<file path="src/rtl/multicycle_control_pkg.sv">
// Shared definitions for the multicycle MIPS-32 control path: opcodes, FSM
// states, datapath mux encodings and the per-state control word.
package mips_ctrl_pkg;

  localparam logic [5:0] OP_RTYPE = 6'b000000;
  localparam logic [5:0] OP_J     = 6'b000010;
  localparam logic [5:0] OP_JAL   = 6'b000011;
  localparam logic [5:0] OP_BEQ   = 6'b000100;
  localparam logic [5:0] OP_BNE   = 6'b000101;
  localparam logic [5:0] OP_ADDI  = 6'b001000;
  localparam logic [5:0] OP_SLTI  = 6'b001010;
  localparam logic [5:0] OP_ANDI  = 6'b001100;
  localparam logic [5:0] OP_ORI   = 6'b001101;
  localparam logic [5:0] OP_LW    = 6'b100011;
  localparam logic [5:0] OP_SW    = 6'b101011;

  typedef enum logic [3:0] {
    S_FETCH, S_DECODE, S_MEM_ADDR, S_MEM_READ, S_MEM_WB, S_MEM_WRITE,
    S_R_EXEC, S_R_WB, S_I_EXEC, S_I_WB, S_BRANCH, S_JUMP
  } state_e;

  typedef enum logic [1:0] {ALU_ADD, ALU_SUB, ALU_FUNCT, ALU_OPC} alu_op_e;
  typedef enum logic [1:0] {SRCB_B, SRCB_FOUR, SRCB_IMM, SRCB_IMM_SH2} alu_src_b_e;
  typedef enum logic [1:0] {PCS_ALU, PCS_ALUOUT, PCS_JUMP, PCS_RSVD} pc_source_e;
  typedef enum logic [1:0] {DST_RT, DST_RD, DST_RA, DST_RSVD} reg_dst_e;
  typedef enum logic [1:0] {M2R_ALUOUT, M2R_MDR, M2R_PC, M2R_RSVD} mem_to_reg_e;

  typedef struct packed {
    logic        fetch;
    logic        mem_req;
    logic        mem_read;
    logic        mem_write;
    logic        i_or_d;
    logic        pc_write;
    logic        pc_write_cond;
    logic        branch_ne;
    pc_source_e  pc_source;
    logic        alu_src_a;
    alu_src_b_e  alu_src_b;
    alu_op_e     alu_op;
    logic        reg_write;
    reg_dst_e    reg_dst;
    mem_to_reg_e mem_to_reg;
  } ctrl_t;

  // FETCH word; its ir_write/pc_write commits are added later, gated by mem_ready.
  localparam ctrl_t CTRL_FETCH = '{fetch: 1'b1, mem_req: 1'b1, mem_read: 1'b1,
    mem_write: 1'b0, i_or_d: 1'b0, pc_write: 1'b0, pc_write_cond: 1'b0,
    branch_ne: 1'b0, pc_source: PCS_ALU, alu_src_a: 1'b0, alu_src_b: SRCB_FOUR,
    alu_op: ALU_ADD, reg_write: 1'b0, reg_dst: DST_RT, mem_to_reg: M2R_ALUOUT};

  // Opcode dispatch out of DECODE; S_FETCH marks an unsupported opcode.
  function automatic state_e dispatch(input logic [5:0] op);
    case (op)
      OP_LW, OP_SW:                      return S_MEM_ADDR;
      OP_RTYPE:                          return S_R_EXEC;
      OP_ADDI, OP_ANDI, OP_ORI, OP_SLTI: return S_I_EXEC;
      OP_BEQ, OP_BNE:                    return S_BRANCH;
      OP_J, OP_JAL:                      return S_JUMP;
      default:                           return S_FETCH;
    endcase
  endfunction

endpackage

</file>
<file path="src/rtl/multicycle_control_if.sv">
// Control-to-datapath bundle: opcode/memory handshake in, mux selects and enables out.
interface multicycle_control_if #(parameter int CNT_W = 32);
  logic [5:0]       opcode;
  logic             mem_ready;
  logic             mem_req, mem_read, mem_write, i_or_d, ir_write;
  logic             pc_write, pc_write_cond, branch_ne;
  logic [1:0]       pc_source;
  logic             alu_src_a;
  logic [1:0]       alu_src_b, alu_op;
  logic             reg_write;
  logic [1:0]       reg_dst, mem_to_reg;
  logic             illegal_op;
  logic [CNT_W-1:0] instr_retired;

  modport master (
    input  opcode, mem_ready,
    output mem_req, mem_read, mem_write, i_or_d, ir_write, pc_write,
           pc_write_cond, branch_ne, pc_source, alu_src_a, alu_src_b, alu_op,
           reg_write, reg_dst, mem_to_reg, illegal_op, instr_retired
  );
  modport slave (
    output opcode, mem_ready,
    input  mem_req, mem_read, mem_write, i_or_d, ir_write, pc_write,
           pc_write_cond, branch_ne, pc_source, alu_src_a, alu_src_b, alu_op,
           reg_write, reg_dst, mem_to_reg, illegal_op, instr_retired
  );
endinterface

</file>
<file path="src/rtl/multicycle_control_outdec.sv">
// Moore control word for a state; the top feeds it the next state so outputs are registered.
module multicycle_control_outdec
  import mips_ctrl_pkg::*;
(
  input  state_e     state,
  input  logic [5:0] opcode,
  output ctrl_t      ctrl
);
  always_comb begin
    ctrl = '0;
    case (state)
      S_FETCH:     ctrl = CTRL_FETCH;
      S_DECODE:    ctrl.alu_src_b = SRCB_IMM_SH2;
      S_MEM_ADDR: begin
        ctrl.alu_src_a = 1'b1;
        ctrl.alu_src_b = SRCB_IMM;
      end
      S_MEM_READ: begin
        ctrl.mem_req  = 1'b1;
        ctrl.mem_read = 1'b1;
        ctrl.i_or_d   = 1'b1;
      end
      S_MEM_WB: begin
        ctrl.reg_write  = 1'b1;
        ctrl.mem_to_reg = M2R_MDR;
      end
      S_MEM_WRITE: begin
        ctrl.mem_req   = 1'b1;
        ctrl.mem_write = 1'b1;
        ctrl.i_or_d    = 1'b1;
      end
      S_R_EXEC: begin
        ctrl.alu_src_a = 1'b1;
        ctrl.alu_op    = ALU_FUNCT;
      end
      S_R_WB: begin
        ctrl.reg_write = 1'b1;
        ctrl.reg_dst   = DST_RD;
      end
      S_I_EXEC: begin
        ctrl.alu_src_a = 1'b1;
        ctrl.alu_src_b = SRCB_IMM;
        ctrl.alu_op    = ALU_OPC;
      end
      S_I_WB:      ctrl.reg_write = 1'b1;
      S_BRANCH: begin
        ctrl.alu_src_a     = 1'b1;
        ctrl.alu_op        = ALU_SUB;
        ctrl.pc_write_cond = 1'b1;
        ctrl.pc_source     = PCS_ALUOUT;
        ctrl.branch_ne     = (opcode == OP_BNE);
      end
      S_JUMP: begin
        ctrl.pc_write  = 1'b1;
        ctrl.pc_source = PCS_JUMP;
        // jal links the PC register, which already holds PC+4 from FETCH
        if (opcode == OP_JAL) begin
          ctrl.reg_write  = 1'b1;
          ctrl.reg_dst    = DST_RA;
          ctrl.mem_to_reg = M2R_PC;
        end
      end
      default:     ctrl = '0;
    endcase
  end
endmodule

</file>
<file path="src/rtl/multicycle_control.sv">
// Multicycle MIPS-32 main control FSM: sequences instruction phases, stalls on
// mem_ready, flags illegal opcodes and counts retired instructions.
module multicycle_control
  import mips_ctrl_pkg::*;
#(
  parameter int CNT_W = 32
) (
  input logic               clk,
  input logic               rst_n,
  multicycle_control_if.master bus
);
  state_e           state_q, state_d;
  ctrl_t            ctrl_q, ctrl_d;
  logic             illegal_q, illegal_d;
  logic [CNT_W-1:0] cnt_q, cnt_d;

  always_comb begin
    state_d   = state_q;
    illegal_d = illegal_q;
    cnt_d     = cnt_q;
    case (state_q)
      S_FETCH:     if (bus.mem_ready) state_d = S_DECODE;
      S_DECODE: begin
        state_d = dispatch(bus.opcode);
        if (state_d == S_FETCH) illegal_d = 1'b1;
      end
      S_MEM_ADDR:  state_d = (bus.opcode == OP_SW) ? S_MEM_WRITE : S_MEM_READ;
      S_MEM_READ:  if (bus.mem_ready) state_d = S_MEM_WB;
      S_MEM_WRITE: if (bus.mem_ready) begin
        state_d = S_FETCH;
        cnt_d   = cnt_q + CNT_W'(1);
      end
      S_R_EXEC:    state_d = S_R_WB;
      S_I_EXEC:    state_d = S_I_WB;
      S_MEM_WB, S_R_WB, S_I_WB, S_BRANCH, S_JUMP: begin
        state_d = S_FETCH;
        cnt_d   = cnt_q + CNT_W'(1);
      end
      default:     state_d = S_FETCH;
    endcase
  end

  multicycle_control_outdec u_outdec (
    .state  (state_d),
    .opcode (bus.opcode),
    .ctrl   (ctrl_d)
  );

  always_ff @(posedge clk or negedge rst_n) begin
    if (!rst_n) begin
      state_q   <= S_FETCH;
      ctrl_q    <= CTRL_FETCH;
      illegal_q <= 1'b0;
      cnt_q     <= '0;
    end else begin
      state_q   <= state_d;
      ctrl_q    <= ctrl_d;
      illegal_q <= illegal_d;
      cnt_q     <= cnt_d;
    end
  end

  // FETCH commits only on the ready cycle; held in reset, mem_ready is ignored.
  logic fetch_commit;
  assign fetch_commit = ctrl_q.fetch & bus.mem_ready & rst_n;

  assign bus.mem_req       = ctrl_q.mem_req;
  assign bus.mem_read      = ctrl_q.mem_read;
  assign bus.mem_write     = ctrl_q.mem_write;
  assign bus.i_or_d        = ctrl_q.i_or_d;
  assign bus.ir_write      = fetch_commit;
  assign bus.pc_write      = ctrl_q.pc_write | fetch_commit;
  assign bus.pc_write_cond = ctrl_q.pc_write_cond;
  assign bus.branch_ne     = ctrl_q.branch_ne;
  assign bus.pc_source     = ctrl_q.pc_source;
  assign bus.alu_src_a     = ctrl_q.alu_src_a;
  assign bus.alu_src_b     = ctrl_q.alu_src_b;
  assign bus.alu_op        = ctrl_q.alu_op;
  assign bus.reg_write     = ctrl_q.reg_write;
  assign bus.reg_dst       = ctrl_q.reg_dst;
  assign bus.mem_to_reg    = ctrl_q.mem_to_reg;
  assign bus.illegal_op    = illegal_q;
  assign bus.instr_retired = cnt_q;
endmodule

</file>
<file path="src/flat_wrapper.sv">
// flat-port wrapper written by rule: the top's interface ports become plain ports
module multicycle_control_flat import mips_ctrl_pkg::*;
#(
  parameter int CNT_W = 32
)
  (clk, rst_n, bus_opcode, bus_mem_ready, bus_mem_req, bus_mem_read, bus_mem_write, bus_i_or_d, bus_ir_write, bus_pc_write, bus_pc_write_cond, bus_branch_ne, bus_pc_source, bus_alu_src_a, bus_alu_src_b, bus_alu_op, bus_reg_write, bus_reg_dst, bus_mem_to_reg, bus_illegal_op, bus_instr_retired);
  multicycle_control_if #(.CNT_W(CNT_W)) bus_i ();
  input logic clk;
  input logic rst_n;
  input wire logic [$bits(bus_i.opcode)-1:0] bus_opcode;
  input wire logic [$bits(bus_i.mem_ready)-1:0] bus_mem_ready;
  output wire logic [$bits(bus_i.mem_req)-1:0] bus_mem_req;
  output wire logic [$bits(bus_i.mem_read)-1:0] bus_mem_read;
  output wire logic [$bits(bus_i.mem_write)-1:0] bus_mem_write;
  output wire logic [$bits(bus_i.i_or_d)-1:0] bus_i_or_d;
  output wire logic [$bits(bus_i.ir_write)-1:0] bus_ir_write;
  output wire logic [$bits(bus_i.pc_write)-1:0] bus_pc_write;
  output wire logic [$bits(bus_i.pc_write_cond)-1:0] bus_pc_write_cond;
  output wire logic [$bits(bus_i.branch_ne)-1:0] bus_branch_ne;
  output wire logic [$bits(bus_i.pc_source)-1:0] bus_pc_source;
  output wire logic [$bits(bus_i.alu_src_a)-1:0] bus_alu_src_a;
  output wire logic [$bits(bus_i.alu_src_b)-1:0] bus_alu_src_b;
  output wire logic [$bits(bus_i.alu_op)-1:0] bus_alu_op;
  output wire logic [$bits(bus_i.reg_write)-1:0] bus_reg_write;
  output wire logic [$bits(bus_i.reg_dst)-1:0] bus_reg_dst;
  output wire logic [$bits(bus_i.mem_to_reg)-1:0] bus_mem_to_reg;
  output wire logic [$bits(bus_i.illegal_op)-1:0] bus_illegal_op;
  output wire logic [$bits(bus_i.instr_retired)-1:0] bus_instr_retired;
  assign bus_i.opcode = bus_opcode;
  assign bus_i.mem_ready = bus_mem_ready;
  assign bus_mem_req = bus_i.mem_req;
  assign bus_mem_read = bus_i.mem_read;
  assign bus_mem_write = bus_i.mem_write;
  assign bus_i_or_d = bus_i.i_or_d;
  assign bus_ir_write = bus_i.ir_write;
  assign bus_pc_write = bus_i.pc_write;
  assign bus_pc_write_cond = bus_i.pc_write_cond;
  assign bus_branch_ne = bus_i.branch_ne;
  assign bus_pc_source = bus_i.pc_source;
  assign bus_alu_src_a = bus_i.alu_src_a;
  assign bus_alu_src_b = bus_i.alu_src_b;
  assign bus_alu_op = bus_i.alu_op;
  assign bus_reg_write = bus_i.reg_write;
  assign bus_reg_dst = bus_i.reg_dst;
  assign bus_mem_to_reg = bus_i.mem_to_reg;
  assign bus_illegal_op = bus_i.illegal_op;
  assign bus_instr_retired = bus_i.instr_retired;
  multicycle_control #(.CNT_W(CNT_W)) u_core (.clk(clk), .rst_n(rst_n), .bus(bus_i));
endmodule
</file>
<file path="config.mk">
export PLATFORM = sky130hd
export DESIGN_NAME = multicycle_control_flat
export DESIGN_NICKNAME = d
export VERILOG_FILES = /design/src/rtl/multicycle_control_pkg.sv /design/src/rtl/multicycle_control_if.sv /design/src/rtl/multicycle_control_outdec.sv /design/src/rtl/multicycle_control.sv /design/src/flat_wrapper.sv
export SDC_FILE = /design/constraint.sdc
export NUM_CORES = 1
export LEC_CHECK = 0
export ABC_AREA = 1
export CELL_PAD_IN_SITES_DETAIL_PLACEMENT = 1
export CELL_PAD_IN_SITES_GLOBAL_PLACEMENT = 1
export CORE_MARGIN = 10
export CORE_UTILIZATION = 40
export DETAILED_ROUTE_END_ITERATION = 8
export GPL_ROUTABILITY_DRIVEN = 0
export PLACE_DENSITY = 0.88
export SLEW_MARGIN = 25
export SYNTH_ARGS = -nofsm -noshare
export SYNTH_HDL_FRONTEND = slang
export SYNTH_HIERARCHICAL = 1
export SYNTH_SLANG_ARGS = --single-unit
</file>
<file path="constraint.sdc">
create_clock -name clk -period 3.28 [get_ports clk]
set_clock_uncertainty 0.05 [all_clocks]
set_input_delay 0.656 -clock clk [delete_from_list [all_inputs] [get_ports clk]]
set_output_delay 0.656 -clock clk [all_outputs]
set_load 0.02 [all_outputs]
</file>
==> out/results.ini, run 1 <==
[synthesis]
synth_ff_type = dfrtp_1
synth_fa_ha_area_share_pct = 0.370
synthesis.nets = 493
synth_edf_count = 0
synth_cell_types = 31
synth_top_family_by_area = simple AND/OR/NAND/NOR gates
ys_ff_latch = 57
netlist_instances = 483
avgSynthCellArea_um2 = 7.00
yosysWarnings = 6
postSynth.asyncResetShare_pct = 100
synth.cell_area_mm2 = 0.00338
synth_compound_area_share_pct = 3.18
yosys-mux-area-fraction_pct = 0
synth-xor-area-share_pct = 3.85
synth-simple-area-share_pct = 39.1
seq_area_frac_synth_pct = 42.4

[cts]
cts_setup_buffers = 0
clock_path_buffers = 2
cts_resized = 0
htreeDepth = 3
cts_tree = yes
clock_latency_ns = 0.34
root_buffer = clkbuf_8
clkSlewWorstSetupHoldPaths_ns = 0.07
cts_buffers = 9
clock-sinks = 57
holdBufCountCts = 0

[cells_and_area]
layout_common_cells = nand2_1 (189), nor2_1 (74), inv_1 (61)
nFillCells = 1084
utilization_pct = 51.5
drive_above_1_share_pct = 8.42
largest_reg_flops = 32
multi_input_area_mm2 = 0.00157
nNetsFinal = 551
regArea_mm2 = 0.00143
instances_no_fill = 651
num_antenna_cells = 0
final_common_cell = nand2_1
areaGrowthSynthToFinish_pct = 25.1

[place]
dp_cells = 635
dp_hpwl_mm = 7.71
io_buffers = 61

[timing]
fin_setup_tns_ns = 0
fin_crit_ns = 2.89
relSlewSlack_pct = 49.3
max_freq_mhz = 346
drv_slew = 0
finalSetupViolCount = 0
rsz0062_at_grt = false
period_share_pct = 88.2
holdWs_ns = 0.443
hold_violations = 0
worst_slew_pin_slew_ns = 0.761

[setup_path]
critPathArrivalTime_ns = 2.19
startpoint = bus_mem_ready
crit_type = in -> out
critPathMaxFanout = 5
crit_required_ns = 2.57
cp-start-kind = input port
cp-end-kind = primary output
worst_r2r_startpoint = u_core/state_q[2]

[drt]
dr.pass1.iters = 4
viasPerCell = 5.08
ant_nets = 0
drc = 0
via_count = 3306
drt_wl_total_mm = 10.6
drt_iter0_markers = 132
wl_per_cell_um = 16.2

[pwr]
pwr_density_cell_mw_per_mm2 = 574
power.switching_uw = 879
power_leakage_nw = 2.01
internal-power_mw = 1.55
comb_power_share_pct = 31.6
clkPwrFrac_pct = 31.7
sw_frac_of_total_pct = 36.2
sequentialPowerShare_pct = 36.7
peakVddDrop_uv = 412

[run_status]
outcome = finished, final reports clean

[grt]
grt_first_pass_wirelength_mm = 17.3
antenna_found_initial = 0
grt_pass1_vias = 3543
grt_overflow = 0
grt_usage_pct = 16.7
grt_max_degree = 58

[floorplanning]
start_util_pct = 41.1
dieArea_mm2 = 0.0125
placementRows = 33
top_level_ports = 62
die_h_um = 112
core_area_mm2 = 0.00822
die_w_um = 112

[run]
cap_violations = 0

[hold_path]
holdCritStartpoint = u_core/bus.illegal_op
hold_path.class = reg -> reg

[per-layer routing]
layer  vias up  share of wire (%)  global-route usage, %
met1      1632                 40                   17.1
met2        87                 51                   30.1
li1       1568                  -                      -
met4         0                2.4                   7.03
met5         -                  0                      0
met3        19                7.0                   5.69
[kinds of logic after synthesis]
family                     after synthesis
buffers and inverters                   79
xor gates and xnor gates                14
AOI/OAI and AO/OA                       18
adders and majority gates                1
and+or+nand+nor                        314
DFF                                     57
[worst max-delay path, stage by stage]
cell and delay, ns:
clkdlybuf4s50_1 0.50, and3_1 0.22, or2_2 0.27, clkdlybuf4s50_1 0.54
[through the flow]
step                      power (mW)  worst slack, ns  instance area [µm²]
after floorplan                 1.40             1.09                 3380
after global placement          1.64            0.421                 4000
after detailed placement        1.67            0.397                 4000
after CTS                       2.45            0.376                 4230
after global routing            2.57            0.334                 4230
final                           2.43            0.386                 4230
[cells in the mapped netlist, types with 2 or more instances]
cell type | n | share of area [%]
xor2_1 | 7 | 1.8
o21ai_0 | 8 | 1.2
inv_1 | 61 | 6.8
nor2_4 | 4 | 1.3
xnor2_1 | 6 | 1.6
dfrtp_1 | 53 | 39
nor2_1 | 74 | 8.2
nand2_1 | 189 | 21
nand4_1 | 8 | 1.5
nand3_2 | 4 | 1.2
nand2_2 | 4 | 0.74
buf_4 | 14 | 3.1
o22ai_1 | 2 | 0.37
nor3b_1 | 2 | 0.44
o21ai_1 | 4 | 0.59
nor2_2 | 4 | 0.74
and3_1 | 2 | 0.37
buf_2 | 2 | 0.30
nand3_1 | 20 | 3.0
dfstp_2 | 4 | 3.1
[final timing paths]
kind	to	slack (ns)	cells after the start
min in group asynchronous	u_core/bus.instr_retired[10]	0.50	2
hold reg to reg	u_core/bus.illegal_op	0.44	1
max in group asynchronous	u_core/bus.instr_retired[23]	2.17	2
hold / removal	u_core/bus.illegal_op	0.44	1
setup reg to reg	u_core/bus.reg_write	1.37	10
setup / recovery	bus_pc_write	0.39	4
[power groups by stage]
stage | sequential, mW | clock (mW) | combinational (mW)
global route | 0.903 | 0.817 | 0.845
global placement | 0.898 | 0 | 0.738
detailed placement | 0.902 | 0 | 0.766
CTS | 0.893 | 0.781 | 0.775
finish | 0.890 | 0.769 | 0.767
floorplan | 0.949 | 0 | 0.447
[cell type report]
type | count | area share, %
tap | 105 | 3.11
sequential | 57 | 33.8
multi-input combinational | 347 | 37.2
timing repair buffer | 65 | 15.0
clock buffer | 11 | 3.58
clock inverter | 5 | 1.83
inverter | 61 | 5.41
Power figures use the tool's default switching activity.
==> run 2, diff against run 1 <==
--- a/config.mk
+++ b/config.mk
@@ -13,6 +13,7 @@
 export DETAILED_ROUTE_END_ITERATION = 8
 export GPL_ROUTABILITY_DRIVEN = 0
 export PLACE_DENSITY = 0.88
+export SKIP_LAST_GASP = 1
 export SLEW_MARGIN = 25
 export SYNTH_ARGS = -nofsm -noshare
 export SYNTH_HDL_FRONTEND = slang
==> results of run 2 <==
Final layout, timing and power as in run 1 (identical DEF).
==> run 3, diff against run 2 <==
--- a/config.mk
+++ b/config.mk
@@ -11,10 +11,9 @@
 export CORE_MARGIN = 10
 export CORE_UTILIZATION = 40
 export DETAILED_ROUTE_END_ITERATION = 8
-export GPL_ROUTABILITY_DRIVEN = 0
-export PLACE_DENSITY = 0.88
+export PLACE_DENSITY = 0.94
 export SKIP_LAST_GASP = 1
-export SLEW_MARGIN = 25
+export SLEW_MARGIN = 30
 export SYNTH_ARGS = -nofsm -noshare
 export SYNTH_HDL_FRONTEND = slang
 export SYNTH_HIERARCHICAL = 1
==> out/results.ini, run 3 (synthesized netlist as in run 1, its figures left out) <==
[run_status]
outcome = finished, final reports clean

[grt]
antenna_found_initial = 0  ; unchanged
grt_overflow = 0  ; unchanged
grt_first_pass_wirelength_mm = 17.2  ; -0.52%
grt_usage_pct = 16.5  ; -0.16 points
grt_max_degree = 58  ; unchanged
grt_pass1_vias = 3603  ; +1.7%

[pwr]
sw_frac_of_total_pct = 38.0  ; +1.7 points
power.switching_uw = 891  ; +1.4%
clkPwrFrac_pct = 30.1  ; -1.6 points
sequentialPowerShare_pct = 37.7  ; +1.0 points
comb_power_share_pct = 32.1  ; +0.5 points
power_leakage_nw = 2.00  ; -0.58%
pwr_density_cell_mw_per_mm2 = 558  ; -2.6%
internal-power_mw = 1.46  ; -5.8%
total_power_mw = 2.35  ; -3.2%
peakVddDrop_uv = 399  ; -3.2%

[cts]
cts_resized = 0  ; unchanged
htreeDepth = 3  ; unchanged
clock_path_buffers = 2  ; unchanged
cts_tree = yes
clock-sinks = 57  ; unchanged
cts_buffers = 9  ; unchanged
cts_setup_buffers = 0  ; unchanged
holdBufCountCts = 0  ; unchanged
clock_latency_ns = 0.35  ; about the same
root_buffer = clkbuf_8
clkSlewWorstSetupHoldPaths_ns = 0.08  ; about the same

[hold_path]
hold_path.class = reg -> reg

[cells_and_area]
nNetsFinal = 550  ; -0.18%
regArea_mm2 = 0.00143  ; unchanged
finish.instance_area_mm2 = 0.00420  ; -0.59%
multi_input_area_mm2 = 0.00157  ; unchanged
instances_no_fill = 650  ; -0.15%
num_antenna_cells = 0  ; unchanged
layout_common_cells = nand2_1 (189), nor2_1 (74), inv_1 (61)
areaGrowthSynthToFinish_pct = 24.4
largest_reg_flops = 32  ; unchanged
nFillCells = 1066  ; -1.7%
drive_above_1_share_pct = 8.26  ; -0.17 points
final_common_cell = nand2_1

[floorplanning]
die_w_um = 112  ; unchanged
core_area_mm2 = 0.00822  ; unchanged
dieArea_mm2 = 0.0125  ; unchanged
top_level_ports = 62  ; unchanged
placementRows = 33  ; unchanged
die_h_um = 112  ; unchanged
start_util_pct = 41.1  ; unchanged

[timing]
max_freq_mhz = 345  ; about the same
drv_slew = 0  ; unchanged
finalSetupViolCount = 0  ; unchanged
holdWs_ns = 0.438  ; -0.00540 ns
fin_crit_ns = 2.90  ; +0.00244 ns
rsz0062_at_grt = false
worst_slew_pin_slew_ns = 0.734  ; -0.0268 ns
period_share_pct = 88.3  ; about the same
fin_setup_tns_ns = 0  ; unchanged
hold_violations = 0  ; unchanged
relSlewSlack_pct = 51.0  ; +1.7 points

[setup_path]
critPathArrivalTime_ns = 2.19  ; about the same
cp-end-kind = primary output
crit_type = in -> out
critPathMaxFanout = 5  ; unchanged
crit_required_ns = 2.57  ; about the same
cp-start-kind = input port

[drt]
drt_wl_total_mm = 10.2  ; -3.6%
wl_per_cell_um = 15.7  ; -3.4%
via_count = 3228  ; -2.4%
drc = 0  ; unchanged
viasPerCell = 4.97  ; -2.2%
dr.pass1.iters = 4  ; unchanged
ant_nets = 0  ; unchanged
drt_iter0_markers = 84  ; -36%

[place]
dp_cells = 634  ; -0.16%
place_congestion = 0.890
dpl-instance-area_mm2 = 0.00399  ; -0.19%
dp_hpwl_mm = 7.79  ; +0.96%
io_buffers = 61  ; unchanged

[run]
cap_violations = 0  ; unchanged

## run 3: layout make-up
type	instances	area share, %
timing repair buffer	64	14.9
clock buffer	10	3.27
sequential	57	34.0
clock inverter	6	1.76
tap	105	3.13
multi-input combinational	347	37.4
inverter	61	5.45
## run 3: path summary, 6_finish.rpt
path / startpoint / endpoint / slack [ns] / cells after the start
setup / recovery: bus_mem_ready / bus_pc_write / 0.38 / 4
hold reg to reg: u_core/bus.illegal_op / u_core/bus.illegal_op / 0.44 / 1
max in group asynchronous: rst_n / u_core/bus.instr_retired[26] / 2.21 / 2
hold / removal: u_core/bus.illegal_op / u_core/bus.illegal_op / 0.44 / 1
setup reg to reg: u_core/state_q[1] / u_core/bus.i_or_d / 1.27 / 10
min in group asynchronous: rst_n / u_core/bus.illegal_op / 0.49 / 2
## run 3: per-stage QoR
step	worst slack, ns	util (%)
final	0.384	51.2
after global routing	0.335	51.2
after CTS	0.365	51.2
after detailed placement	0.383	48.6
after global placement	0.441	48.6
after floorplan	1.09	-
## run 3: critical path: stages
cell             delay, ns
clkdlybuf4s50_1       0.49
and3_1                0.21
or2_2                 0.29
clkdlybuf4s50_1       0.54
## run 3: metal layers
| layer | track usage (%) | share of wire (%) | vias up |
|---|---|---|---|
| met1 | 16.0 | 39 | 1564 |
| met4 | 6.43 | 2.3 | 0 |
| met5 | 0 | 0 | - |
| li1 | - | - | 1566 |
| met2 | 30.1 | 51 | 77 |
| met3 | 7.19 | 8.1 | 21 |
## run 3: power by group through the flow
stage	registers (mW)	clock network (mW)	logic (mW)
after floorplan	0.949	0	0.447
after global routing	0.898	0.753	0.839
after detailed placement	0.897	0	0.760
after global placement	0.895	0	0.728
final	0.886	0.708	0.755
after CTS	0.887	0.723	0.770
